`src/rtl/load_store_unit.sv`:
```
// Data-memory front end: one load/store at a time, word accesses to a synchronous
// memory, read-modify-write for byte stores, formatted load data on a response channel.
//
// state | meaning
// IDLE  | ready for a request
// RD    | read strobe to memory
// CAP   | memory data valid; format load result or merge byte-store word
// WR    | full-word write strobe
// RESP  | response held until consumer accepts
module load_store_unit #(
  parameter int ADDR_W = 12
) (
  input  logic              clk,
  input  logic              reset_n,
  input  logic              req_valid,
  output logic              req_ready,
  input  logic              req_write,
  input  logic              req_byte,
  input  logic              req_signed,
  input  logic [ADDR_W+1:0] req_addr,
  input  logic [31:0]       req_wdata,
  output logic              resp_valid,
  input  logic              resp_ready,
  output logic [31:0]       resp_rdata,
  output logic              resp_err,
  output logic [ADDR_W-1:0] mem_addr,
  output logic              mem_re,
  output logic              mem_we,
  output logic [31:0]       mem_wdata,
  input  logic [31:0]       mem_rdata
);

  typedef enum logic [2:0] {IDLE, RD, CAP, WR, RESP} state_t;

  state_t            state, state_nxt;
  logic              l_write, l_byte, l_signed;
  logic [ADDR_W+1:0] l_addr;
  logic [7:0]        l_wbyte;
  logic [31:0]       wbuf;
  logic              accept, misaligned;
  logic [31:0]       shifted, load_fmt, merged;
  logic [7:0]        lane_byte;

  assign accept     = req_valid && req_ready;
  assign misaligned = !req_byte && (req_addr[1:0] != 2'b00);
  assign mem_addr   = l_addr[ADDR_W+1:2];
  assign mem_wdata  = wbuf;

  always_ff @(posedge clk or negedge reset_n) begin
    if (!reset_n) state <= IDLE;
    else          state <= state_nxt;
  end

  always_comb begin
    state_nxt  = state;
    req_ready  = 1'b0;
    mem_re     = 1'b0;
    mem_we     = 1'b0;
    resp_valid = 1'b0;
    case (state)
      IDLE: begin
        req_ready = reset_n;
        if (req_valid) begin
          if (misaligned)                  state_nxt = RESP;
          else if (!req_write || req_byte) state_nxt = RD;
          else                             state_nxt = WR;
        end
      end
      RD: begin
        mem_re    = 1'b1;
        state_nxt = CAP;
      end
      CAP:     state_nxt = l_write ? WR : RESP;
      WR: begin
        mem_we    = 1'b1;
        state_nxt = RESP;
      end
      RESP: begin
        resp_valid = 1'b1;
        if (resp_ready) state_nxt = IDLE;
      end
      default: state_nxt = IDLE;
    endcase
  end

  // Little-endian lane select and extension of the returned word
  always_comb begin
    shifted   = mem_rdata >> {l_addr[1:0], 3'b000};
    lane_byte = shifted[7:0];
    if (l_byte) load_fmt = {{24{l_signed & lane_byte[7]}}, lane_byte};
    else        load_fmt = mem_rdata;
  end

  always_comb begin
    merged = mem_rdata;
    case (l_addr[1:0])
      2'd0:    merged[7:0]   = l_wbyte;
      2'd1:    merged[15:8]  = l_wbyte;
      2'd2:    merged[23:16] = l_wbyte;
      default: merged[31:24] = l_wbyte;
    endcase
  end

  // wbuf doubles as the write-data register so mem_wdata only moves on an accept or merge
  always_ff @(posedge clk or negedge reset_n) begin
    if (!reset_n) begin
      l_write    <= 1'b0;
      l_byte     <= 1'b0;
      l_signed   <= 1'b0;
      l_addr     <= '0;
      l_wbyte    <= 8'h00;
      wbuf       <= 32'h0;
      resp_rdata <= 32'h0;
      resp_err   <= 1'b0;
    end else if (accept) begin
      l_write    <= req_write;
      l_byte     <= req_byte;
      l_signed   <= req_signed;
      l_addr     <= req_addr;
      l_wbyte    <= req_wdata[7:0];
      resp_rdata <= 32'h0;
      resp_err   <= misaligned;
      if (req_write && !req_byte && !misaligned) wbuf <= req_wdata;
    end else if (state == CAP) begin
      if (l_write) wbuf       <= merged;
      else         resp_rdata <= load_fmt;
    end
  end

endmodule
```
`config.mk`:
```
export PLATFORM = sky130hd
export DESIGN_NAME = load_store_unit
export DESIGN_NICKNAME = d
export VERILOG_FILES = /design/src/rtl/load_store_unit.sv
export SDC_FILE = /design/constraint.sdc
export NUM_CORES = 1
export LEC_CHECK = 0
export CAP_MARGIN = 30
export CORE_UTILIZATION = 35
export CTS_CLUSTER_SIZE = 30
export DETAILED_ROUTE_END_ITERATION = 12
export PLACE_DENSITY = 0.67
export SYNTH_ARGS = -nofsm -noshare
export SYNTH_HDL_FRONTEND = slang
export SYNTH_SLANG_ARGS = --single-unit
```
`constraint.sdc`:
```
create_clock -name clk -period 1.9 [get_ports clk]
set_clock_uncertainty 0.15 [all_clocks]
set_input_delay 0.19 -clock clk [delete_from_list [all_inputs] [get_ports clk]]
set_output_delay 0.19 -clock clk [all_outputs]
set_load 0.005 [all_outputs]
```
==> impl_metrics.yaml <==
setup_path:
  rr_endpoint: "resp_rdata[25]$_DFFE_PN0P_"
  crit_path_end_kind: "flip-flop"
  crit_arrival_ns: 1.98
  worst-endpoint-required_ns: 1.98
  category_of_the_worst_setup_path_launch_point: "flip-flop"
  depth_of_the_worst_register_to_register_path: 4
  path_max_fanout: 12
  reg_to_reg_setup_timing_slack_ns: -0.003
  timing.setup.critical_path_class: "reg -> reg"
  critical_register_to_register_path_startpoint: "l_addr[1]$_DFFE_PN0P_"
sta:
  period_needed_ns: 1.90
  holdWs_ns: 0.0433
  final.setup.worst_slack_ns: -0.00327
  max_freq_mhz: 525
  layout_worst_path_cycle_share: 1.00
  tightestPinTransition_ns: 0.615
  rsz0062_at_grt: "true"
  setup_viol: 1
  timing_hold_violations_final: 0
  drv_slew: 0
  relSlewSlack: 0.590
global_route:
  first_global_vias: 4251
  grt_start_max_net_pins: 61
  groute.layer.met3.usage: 0.0503
  grt_pass1_wl_um: 24900
  gr-max-usage-layer: "met2"
  globalRouteOverflowTotal: 0
  tot_gr_track_use: 0.233
  number_of_antenna_violations_at_the_first_check_in_global_routing: 0
  groute.layer.met2.usage: 0.343
  grt.met1_usage: 0.331
worst_hold_path:
  hp-class: "in -> async"
floorplanning:
  ioPinCount: 166
  die_h_um: 119
  die_w_um: 119
  num_rows: 42
  fp.dieArea_um2: 14200
  core_outline_area_um2: 13300
  start_util: 0.360
clocking:
  cts_num_sinks: 93
  clock_tree.htree_level_count: 3
  clock_slew_seen_by_the_registers_of_the_worst_setup_and_hold_paths_ns: 0.06
  cts_made_buffers: 9
  clock_path_buffers: 2
  ctsRootBufferMaster: "clkbuf_16"
  clock_insertion_delay_worst_skew_ns: 0.35
  tritoncts: "built"
placement:
  dp_hpwl_um: 11500
  number_of_buffers_inserted_by_port_buffering: 165
  gp_routability_congestion: 0.844
synth:
  yosysWarningCount: 0
  syn_nets: 511
  yosys-top-cells-count: "dfrtp_1 (93), o221a_2 (32), inv_1 (25)"
  synth-async-reset-ratio: 1.00
  synth-edff-count: 0
  ys_ff_latch: 93
  synth_top_area_cell: "dfrtp_1"
  avgSynthCellArea_um2: 11.2
  synth_top_flop_cell: "dfrtp_1"
  netlist_top_cells_area: "dfrtp_1 (49%), o221a_2 (7.5%), a221o_2 (4.7%)"
  post-synth-top-count-cell: "dfrtp_1"
  yosysTopAreaCellShare: 0.486
  synth.lib_cells_used.distinct: 44
  syn_inst: 426
  synth-seq-area-share: 0.486
  syn_area_um2: 4790
run:
  timing.max_cap.violations: 0
cells_and_area:
  area_growth_syn_to_layout_pct: 53.2
  drive_above_1_share: 0.271
  nets: 689
  num_antenna_cells: 0
drt:
  vias_per_cell: 5.52
  final_antenna_net_count: 0
  route.detailed.drc: 0
  route.detailed.wl_per_inst_um: 20.9
  dr.pass1.iters: 4
  finalWirelength_um: 16400
  num_vias: 4333
  starting_drc_count_in_detailed_routing: 389
power:
  vdd.ir_drop.worst_mv: 0.495
  pwr_cell_area_nw_per_um2: 1430
  total_power_w: 0.0105
  leakagePower_nw: 3.05
status:
  violations: "setup timing"
  run_status: "complete, but fails checks"
==> worst max path at each step <==
stage                     startpoint  depth (start not counted)  slack, ns                    endpoint
2_1_floorplan   state[0]$_DFFE_PN0P_                          6      0.003  resp_rdata[12]$_DFFE_PN0P_
3_3_place_gp           mem_rdata[15]                          4      -0.27  resp_rdata[19]$_DFFE_PN0P_
3_5_place_dp           mem_rdata[15]                          4      -0.30  resp_rdata[11]$_DFFE_PN0P_
4_1_cts          l_write$_DFFE_PN0P_                          5     -0.005  resp_rdata[11]$_DFFE_PN0P_
5_1_grt          l_write$_DFFE_PN0P_                          5      -0.03  resp_rdata[11]$_DFFE_PN0P_
6_report       l_addr[1]$_DFFE_PN0P_                          4     -0.003  resp_rdata[25]$_DFFE_PN0P_
==> cells by family after synthesis <==
logic type / share of synthesized area
buf+inv: 0.0844
compound gates: 0.245
simple gates: 0.118
flops: 0.486
mux: 0.0664
==> cell type report <==
type                            count  area (um2)
Timing Repair Buffer              224        2300
Multi-Input combinational cell    251        2140
Tap cell                          176         220
Sequential cell                    93        2330
Clock buffer                       13         240
Inverter                           25        93.8
Fill cell                        1165        5960
Clock inverter                      3        21.3
==> sequential cells by signal (all words and copies together) (netlist names) <==
name        cells
l_addr         14
l_signed        1
l_wbyte         8
resp_err        1
state           3
resp_rdata     32
l_write         1
mem_wdata      32
l_byte          1
==> layer usage <==
layer / routed length (um) / part of all wire
met5: 0 / 0
met4: 369 / 0.022
met3: 1080 / 0.066
met2: 7510 / 0.46
met1: 7450 / 0.45
==> placed cells by master, fill, tap and decap left out, types with 2 or more instances in the layout <==
| master | synthesis | layout |
|---|---|---|
| mux2_2 | 20 | 20 |
| nand3_1 | 8 | 8 |
| nand2b_1 | 3 | 3 |
| buf_4 | 12 | 37 |
| nand3b_1 | 24 | 24 |
| nor2_1 | 8 | 7 |
| clkbuf_16 | 0 | 13 |
| a21oi_1 | 7 | 7 |
| a211o_1 | 16 | 16 |
| buf_6 | 4 | 9 |
| dlygate4sd2_1 | 0 | 4 |
| a221o_1 | 4 | 4 |
| nand2_1 | 12 | 12 |
| mux2i_1 | 7 | 7 |
| and3_1 | 8 | 8 |
| nor3b_4 | 1 | 2 |
| o311ai_0 | 8 | 5 |
| or2_2 | 7 | 7 |
| clkdlybuf4s50_1 | 0 | 160 |
| and2_1 | 3 | 2 |
| a221o_2 | 20 | 20 |
| buf_12 | 0 | 8 |
| nor2b_1 | 4 | 2 |
| inv_1 | 25 | 25 |
| dfrtp_1 | 93 | 92 |
| o221a_2 | 32 | 32 |
| nor3b_2 | 0 | 2 |
| clkbuf_1 | 24 | 4 |
| o22ai_1 | 9 | 9 |
| o311ai_1 | 0 | 3 |
| nor2_4 | 0 | 2 |
| o211ai_1 | 16 | 16 |
| o21ai_0 | 15 | 15 |
==> critical path: stages (launching register included) <==
cell	delay [ns]
dfrtp_2	0.43
mux4_2	0.56
nor3b_4	0.18
buf_12	0.15
a221o_2	0.30
==> power by group <==
group | switching, W | internal (W) | leakage (nW)
Combinational | 0.00219 | 0.00324 | 1.79
Clock | 0.000752 | 0.000892 | 0.124
Sequential | 0.000607 | 0.00285 | 1.13
Total | 0.00355 | 0.00698 | 3.05
==> metrics by stage <==
stage	setup WS [ns]	cell area (um2)	setup TNS (ns)	instances	util
floorplan	0.00277	4790	0	426	-
global placement	-0.272	6770	-10.94	753	0.509
detailed placement	-0.302	6770	-14.80	753	0.509
CTS	-0.00498	7160	-0.00498	776	0.538
global route	-0.0340	7340	-0.660	785	0.552
finish	-0.00327	7340	-0.00327	785	0.552
==> what timing repair did <==
action / in CTS / in global routing
cloned: 1 / 6
setup endpoints to repair: 78 / 60
hold buffers: 1 / 0
resized for setup: 19 / 14
buffers inserted: 5 / 4
pin swaps: 3 / 8
hold endpoints to repair: 93 / 0
Power figures use the tool's default switching activity.
